==> src/rtl/disp_chan_adapt.sv <==
`default_nettype none
// ============================================================================
// Module      : disp_chan_adapt
// Description : Colour-channel width adapter between a design's display
//               outputs and the TMDS encoder. Widens by bit replication,
//               narrows by truncation or 2x2 ordered dither. Two-stage
//               pipeline with sync/DE/frame delay-matched to colour.
// Revision    : 1.0 - initial release
// ============================================================================
module disp_chan_adapt #(
    parameter int BPC_IN  = 5,
    parameter int BPC_OUT = 8,
    parameter int DITHER  = 1
) (
    input  logic               clk,
    input  logic               rst_n,
    input  logic               in_de,
    input  logic               in_hsync,
    input  logic               in_vsync,
    input  logic               in_frame,
    input  logic [BPC_IN-1:0]  in_r,
    input  logic [BPC_IN-1:0]  in_g,
    input  logic [BPC_IN-1:0]  in_b,
    output logic               out_de,
    output logic               out_hsync,
    output logic               out_vsync,
    output logic               out_frame,
    output logic [BPC_OUT-1:0] out_r,
    output logic [BPC_OUT-1:0] out_g,
    output logic [BPC_OUT-1:0] out_b
);

    // Number of bits dropped when narrowing (0 otherwise).
    localparam int c_drop = (BPC_IN > BPC_OUT) ? (BPC_IN - BPC_OUT) : 0;

    // ------------------------------------------------------------------
    // Stage 1 registers
    // ------------------------------------------------------------------
    logic              s1_de_q, s1_de_d;
    logic              s1_hs_q, s1_hs_d;
    logic              s1_vs_q, s1_vs_d;
    logic              s1_fr_q, s1_fr_d;
    logic [BPC_IN-1:0] s1_r_q, s1_r_d;
    logic [BPC_IN-1:0] s1_g_q, s1_g_d;
    logic [BPC_IN-1:0] s1_b_q, s1_b_d;
    logic              x_par_q, x_par_d;
    logic              y_par_q, y_par_d;

    // ------------------------------------------------------------------
    // Stage 2 (output) registers
    // ------------------------------------------------------------------
    logic               out_de_q, out_de_d;
    logic               out_hs_q, out_hs_d;
    logic               out_vs_q, out_vs_d;
    logic               out_fr_q, out_fr_d;
    logic [BPC_OUT-1:0] out_r_q, out_r_d;
    logic [BPC_OUT-1:0] out_g_q, out_g_d;
    logic [BPC_OUT-1:0] out_b_q, out_b_d;

    // Channel-indexed views of the stage-1 pixel and the adapted result.
    logic [2:0][BPC_IN-1:0]  w_px;
    logic [2:0][BPC_OUT-1:0] w_adapt;
    logic [1:0]              w_base;

    assign w_px[0] = s1_r_q;
    assign w_px[1] = s1_g_q;
    assign w_px[2] = s1_b_q;

    // Stage-1 next state: capture inputs and track pixel/line parity so that
    // x_par/y_par line up with the pixel currently held in stage 1.
    always_comb begin
        s1_de_d = in_de;
        s1_hs_d = in_hsync;
        s1_vs_d = in_vsync;
        s1_fr_d = in_frame;
        s1_r_d  = in_r;
        s1_g_d  = in_g;
        s1_b_d  = in_b;
        // Next stage-1 pixel continues the line: toggle; otherwise restart at 0.
        x_par_d = (s1_de_q && in_de) ? ~x_par_q : 1'b0;
        // Frame start wins over an end-of-line that happens on the same cycle.
        y_par_d = y_par_q;
        if (in_frame) begin
            y_par_d = 1'b0;
        end else if (s1_de_q && !in_de) begin
            y_par_d = ~y_par_q;
        end
    end

    // 2x2 ordered-dither base matrix, indexed by {y_par, x_par}.
    always_comb begin
        w_base = 2'd0;
        case ({y_par_q, x_par_q})
            2'b00:   w_base = 2'd0;
            2'b01:   w_base = 2'd2;
            2'b10:   w_base = 2'd3;
            2'b11:   w_base = 2'd1;
            default: w_base = 2'd0;
        endcase
    end

    // ------------------------------------------------------------------
    // Width adaptation, selected at elaboration time
    // ------------------------------------------------------------------
    generate
        if (BPC_OUT > BPC_IN) begin : g_widen
            // Repeat the input MSB-first until the output is filled so that
            // zero stays zero and full scale becomes all ones.
            for (genvar ch = 0; ch < 3; ch++) begin : g_ch
                for (genvar i = 0; i < BPC_OUT; i++) begin : g_bit
                    assign w_adapt[ch][BPC_OUT-1-i] = w_px[ch][BPC_IN-1-(i % BPC_IN)];
                end
            end
            logic w_unused_par;
            assign w_unused_par = ^w_base;
        end else if (BPC_OUT == BPC_IN) begin : g_pass
            assign w_adapt = w_px;
            logic w_unused_par;
            assign w_unused_par = ^w_base;
        end else begin : g_narrow
            if (DITHER == 0) begin : g_trunc
                // Plain truncation: keep the top BPC_OUT bits.
                logic [2:0] w_unused_lo;
                for (genvar ch = 0; ch < 3; ch++) begin : g_ch
                    assign w_adapt[ch]     = w_px[ch][BPC_IN-1:c_drop];
                    assign w_unused_lo[ch] = ^w_px[ch][c_drop-1:0];
                end
                logic w_unused_par;
                assign w_unused_par = ^{w_base, w_unused_lo};
            end else begin : g_dither
                // Threshold scaled so its range sits just below one output LSB.
                logic [BPC_IN:0] w_thr;
                if (c_drop >= 2) begin : g_thr_shl
                    assign w_thr = (BPC_IN+1)'(w_base) << (c_drop - 2);
                end else begin : g_thr_shr
                    assign w_thr = (BPC_IN+1)'(w_base >> 1);
                end
                logic [2:0][BPC_IN:0] w_sum;
                logic [2:0]           w_unused_lo;
                for (genvar ch = 0; ch < 3; ch++) begin : g_ch
                    assign w_sum[ch]       = {1'b0, w_px[ch]} + w_thr;
                    // Carry out of BPC_IN bits means the result would wrap: clamp.
                    assign w_adapt[ch]     = w_sum[ch][BPC_IN] ? {BPC_OUT{1'b1}}
                                                               : w_sum[ch][BPC_IN-1:c_drop];
                    assign w_unused_lo[ch] = ^w_sum[ch][c_drop-1:0];
                end
            end
        end
    endgenerate

    // Stage-2 next state: delay controls, blank colour outside active video.
    always_comb begin
        out_de_d = s1_de_q;
        out_hs_d = s1_hs_q;
        out_vs_d = s1_vs_q;
        out_fr_d = s1_fr_q;
        out_r_d  = s1_de_q ? w_adapt[0] : '0;
        out_g_d  = s1_de_q ? w_adapt[1] : '0;
        out_b_d  = s1_de_q ? w_adapt[2] : '0;
    end

    // Pipeline registers; reset clears everything without needing a clock.
    always_ff @(posedge clk or negedge rst_n) begin
        if (!rst_n) begin
            s1_de_q  <= 1'b0;
            s1_hs_q  <= 1'b0;
            s1_vs_q  <= 1'b0;
            s1_fr_q  <= 1'b0;
            s1_r_q   <= '0;
            s1_g_q   <= '0;
            s1_b_q   <= '0;
            x_par_q  <= 1'b0;
            y_par_q  <= 1'b0;
            out_de_q <= 1'b0;
            out_hs_q <= 1'b0;
            out_vs_q <= 1'b0;
            out_fr_q <= 1'b0;
            out_r_q  <= '0;
            out_g_q  <= '0;
            out_b_q  <= '0;
        end else begin
            s1_de_q  <= s1_de_d;
            s1_hs_q  <= s1_hs_d;
            s1_vs_q  <= s1_vs_d;
            s1_fr_q  <= s1_fr_d;
            s1_r_q   <= s1_r_d;
            s1_g_q   <= s1_g_d;
            s1_b_q   <= s1_b_d;
            x_par_q  <= x_par_d;
            y_par_q  <= y_par_d;
            out_de_q <= out_de_d;
            out_hs_q <= out_hs_d;
            out_vs_q <= out_vs_d;
            out_fr_q <= out_fr_d;
            out_r_q  <= out_r_d;
            out_g_q  <= out_g_d;
            out_b_q  <= out_b_d;
        end
    end

    assign out_de    = out_de_q;
    assign out_hsync = out_hs_q;
    assign out_vsync = out_vs_q;
    assign out_frame = out_fr_q;
    assign out_r     = out_r_q;
    assign out_g     = out_g_q;
    assign out_b     = out_b_q;

endmodule
`default_nettype wire

==> config.mk <==
export PLATFORM = sky130hd
export DESIGN_NAME = disp_chan_adapt
export DESIGN_NICKNAME = d
export VERILOG_FILES = /design/src/rtl/disp_chan_adapt.sv
export SDC_FILE = /design/constraint.sdc
export NUM_CORES = 1
export LEC_CHECK = 0
export ABC_AREA = 1
export CELL_PAD_IN_SITES_DETAIL_PLACEMENT = 1
export CELL_PAD_IN_SITES_GLOBAL_PLACEMENT = 1
export CORE_MARGIN = 4
export CORE_UTILIZATION = 31
export CTS_CLUSTER_DIAMETER = 150
export DETAILED_ROUTE_END_ITERATION = 12
export GPL_TIMING_DRIVEN = 0
export PLACE_DENSITY_LB_ADDON = 0.2
export SLEW_MARGIN = 20
export SYNTH_ARGS = -nofsm -noshare
export SYNTH_HDL_FRONTEND = slang
export SYNTH_SLANG_ARGS = --single-unit
==> constraint.sdc <==
create_clock -name clk -period 1 [get_ports clk]
set_input_delay 0.2 -clock clk [delete_from_list [all_inputs] [get_ports clk]]
set_output_delay 0.2 -clock clk [all_outputs]
set_load 0.01 [all_outputs]
Word-level counts from Yosys, hierarchy flattened
Cells that the tools add are included.
{ "totals": {"regBits": 47, "inputBits": 21, "out_inout_bits": 28, "word_cells": 17} }
{ "classes": {"n_mux": 3} }
{ "ops": {"columns": ["operator", "count"], "rows": [
  ["two-way mux 8 bit", 3]
]} }

Longest topological paths before layout
{ "depth": {"ltp_word": 1, "ltp_mapped": 3, "mapped_depth_nobuf": 2} }

Worst setup path before layout
OpenSTA, ideal clock, no wires.
{ "synth_timing": {"kind": "register to register", "from": "register s1_de_q (netlist: out_de_d)", "to": "register out_b_q[5] (netlist: out_b[5])", "slack_ps": 249, "t_arrival_ps": 638, "stages_incl_launch_ff": 4, "t_required_ps": 887, "n_path_buf": 1, "period_less_slack_ps": 751, "setup_ps": 113, "path_cell_list": "dfrtp_1 > buf_6 > nand2_1 > inv_1"} }
{ "synth_via": {"elab_chain_len": 1} }
{ "synth_lines": {"columns": ["element", "line_no", "source"], "rows": [
  ["from (decl)", "39", "logic s1_de_q, s1_de_d;"],
  ["from (signal assigned)", "165", "s1_de_q <= 1'b0;"],
  ["from (signal assigned)", "182", "s1_de_q <= s1_de_d;"],
  ["two-way mux 8 bit", "159", "out_b_d = s1_de_q ? w_adapt[2] : '0;"],
  ["to (signal assigned)", "197", "out_b_q <= out_b_d;"],
  ["to (decl)", "58", "logic [BPC_OUT-1:0] out_b_q, out_b_d;"]
]} }
No other way between the ends.

Worst setup path after layout
{ "layout_timing": {"from": "register out_b_q[5] (netlist: out_b[5])", "to": "output port out_b[5]"} }
{ "layout_lines": {"columns": ["element", "line_no", "source"], "rows": [
  ["to (decl)", "30", "output logic [BPC_OUT-1:0] out_b"]
]} }
No word-level cell between the ends.

==> flow_summary.json <==
{
  "routed_wirelength_mm": 2.17,
  "synth_top_family_by_area": "buffers and inverters",
  "tightest_slew_ns": 0.458,
  "antenna_cells": 0,
  "synth-compound-area-share_pct": 0,
  "cap_viol_max_count": 0,
  "period_share_pct": 110,
  "critPathCaptureType": "primary output",
  "drc_errors": 0,
  "fp.dieH_um": 68.7,
  "grt_max_degree": 21,
  "firstDrtPassIters": 2,
  "clock_latency_ns": 0.27,
  "startpoint_type": "flop",
  "cp.required_ns": 0.80,
  "powerDensity_mw_per_mm2": 1740,
  "drv_slew": 0,
  "overflow": 0,
  "syn2layout_area_growth_pct": 57.4,
  "path_class": "flop to primary output",
  "die_area_sq_mm": 0.00472,
  "layout.cells.most_common": "dfrtp_1",
  "wire_per_inst_um": 11.9,
  "ant_nets": 0,
  "grt_pass1_vias": 738,
  "fin_area_sq_mm": 0.00180,
  "timing.final.ws_setup_ns": -0.104,
  "grt_pass1_wl_mm": 3.28,
  "finClkSkew_ns": 0.00333,
  "ys_types": 5,
  "ir_drop_uv": 956,
  "ioPinCount": 49,
  "tritoncts": "yes",
  "antenna_found_initial": 0,
  "synth_nets": 99,
  "yosysWarningCount": 0,
  "syn_area_per_cell_sq_um": 14.6,
  "power_leakage_nw": 0.973,
  "period_minus_slack_ns": 1.10,
  "violations": "setup timing",
  "clk_pin_slew_ns": 0.07,
  "outcome": "finished, violations left",
  "die_x_um": 68.7,
  "h-tree-depth": 2,
  "netlist_area_sq_mm": 0.00114,
  "reg2reg_slack_ns": 0.17,
  "final_cell_mix": "dfrtp_1 (38), buf_6 (23), clkdlybuf4s50_1 (19)",
  "io_buffers": 48,
  "grt_use_total_pct": 10.2,
  "drive_above_1_share_pct": 35.3,
  "clock.fmax_ghz": 0.906,
  "placed_area_sq_mm": 0.00170,
  "core-area_sq_mm": 0.00344,
  "pwr-share-comb_pct": 10.2,
  "synthMuxAreaShare_pct": 0,
  "yosys.area_share.simple_pct": 4.93,
  "cts_buffer_depth": 2,
  "hp-class": "flop to flop",
  "numPlacedInstances": 173,
  "p_switching_uw": 619,
  "cts_made_buffers": 5,
  "post_cts_buffers": 0,
  "via_per_inst": 3.83,
  "syn_inst": 78,
  "root_buffer": "clkbuf_8",
  "yosys.area_share.adder_pct": 0,
  "finalSetupViolations": 18,
  "clkPwrFrac_pct": 37.1,
  "worstPathMaxFanout": 2,
  "start_util_pct": 33.2,
  "ys_seq_area_share_pct": 83.2,
  "dpl_worst_slack_ns": -0.186,
  "numClockSinks": 38,
  "intPower_mw": 2.50,
  "max_slew_margin_pct": 69.5,
  "hold_viol": 0,
  "num_rows": 21,
  "synth_xor_area_share_pct": 0,
  "fin_cells": 182,
  "dp.final_hpwl_mm": 1.72,
  "layout.nets": 156,
  "seq_power_share_pct": 52.8,
  "drtIter0Drc": 22,
  "gp_congestion": 0.608,
  "cp.arrival_ns": 0.90,
  "utilization_pct": 52.2,
  "ys_ff_latch": 38,
  "swShare_pct": 19.8,
  "via_count": 697,
  "grt_setup_unrepaired": "true"
}
==> cell type report <==
| cell class | instances | area [sq um] |
|---|---|---|
| plain buffers | 10 | 113 |
| clock buffers | 8 | 110 |
| fillers | 358 | 1640 |
| inverters | 15 | 56.3 |
| multi-input cells | 15 | 56.3 |
| flip-flops and latches | 38 | 951 |
| well taps | 46 | 57.6 |
| repair buffers | 50 | 454 |
==> cell families (layout without fill, tap and decap cells) <==
kind of cell,count (synthesis),after routing
buf+inv,25,83
flops,38,38
simple gates,15,15
==> timing repair <==
action | in CTS | in global routing
gates resized for setup | 130 | 7
endpoints found under the hold margin | 18 | 0
setup endpoints to repair | 28 | 26
hold buffers | 1 | 0
==> stage by stage <==
stage | total power [mW] | hold WS, ns | TNS [ns]
final | 3.12 | 0.350 | -0.885
after floorplan | 1.75 | -0.0956 | 0
after global placement | 1.98 | 0.335 | -41.28
after global routing | 3.28 | 0.343 | -1.75
after CTS | 3.16 | 0.347 | -1.13
after detailed placement | 2.01 | 0.178 | -2.65
==> power groups by stage <==
stage	combinational [mW]	sequential (mW)	clock [mW]
6_report	0.317	1.65	1.16
5_1_grt	0.347	1.66	1.28
4_1_cts	0.316	1.65	1.20
3_5_place_dp	0.334	1.67	0
3_3_place_gp	0.312	1.67	0
2_1_floorplan	0.0647	1.69	0
==> final timing paths <==
path	startpoint	to	cells after the start
worst max-delay path	out_b[5]	out_b[5]	2
worst min-delay path	out_hs_d	out_hsync	0
worst max register to register	out_de_d	out_r[2]	3
worst min register to register	out_hs_d	out_hsync	0
max in group asynchronous	rst_n	out_r[3]	3
min in group asynchronous	rst_n	out_b[2]	2
==> per-layer routing <==
layer	track usage, %	part of all wire, %
met1	9.28	31
met2	18.8	60
met3	4.05	7.6
met4	5.84	1.8
met5	0	0
==> flip-flops by register name, summed over array words and instances, names as in the netlist, 5 cells and up <==
name and flops:
out_b 5, out_g 5, out_r 5, s1_b_q 5, s1_g_q 5, s1_r_q 5
==> worst max-delay path, cell delays in order (launching register included) <==
cell and delay [ns]:
dfrtp_1 0.40, buf_6 0.12, buf_6 0.11
==> synth_stat cells <==
cell type,number,share of area (%)
nand2_1,15,4.9
dfrtp_1,38,83
inv_1,15,4.9
buf_4,9,5.9
buf_6,1,0.99
Power figures use the tool's default switching activity.
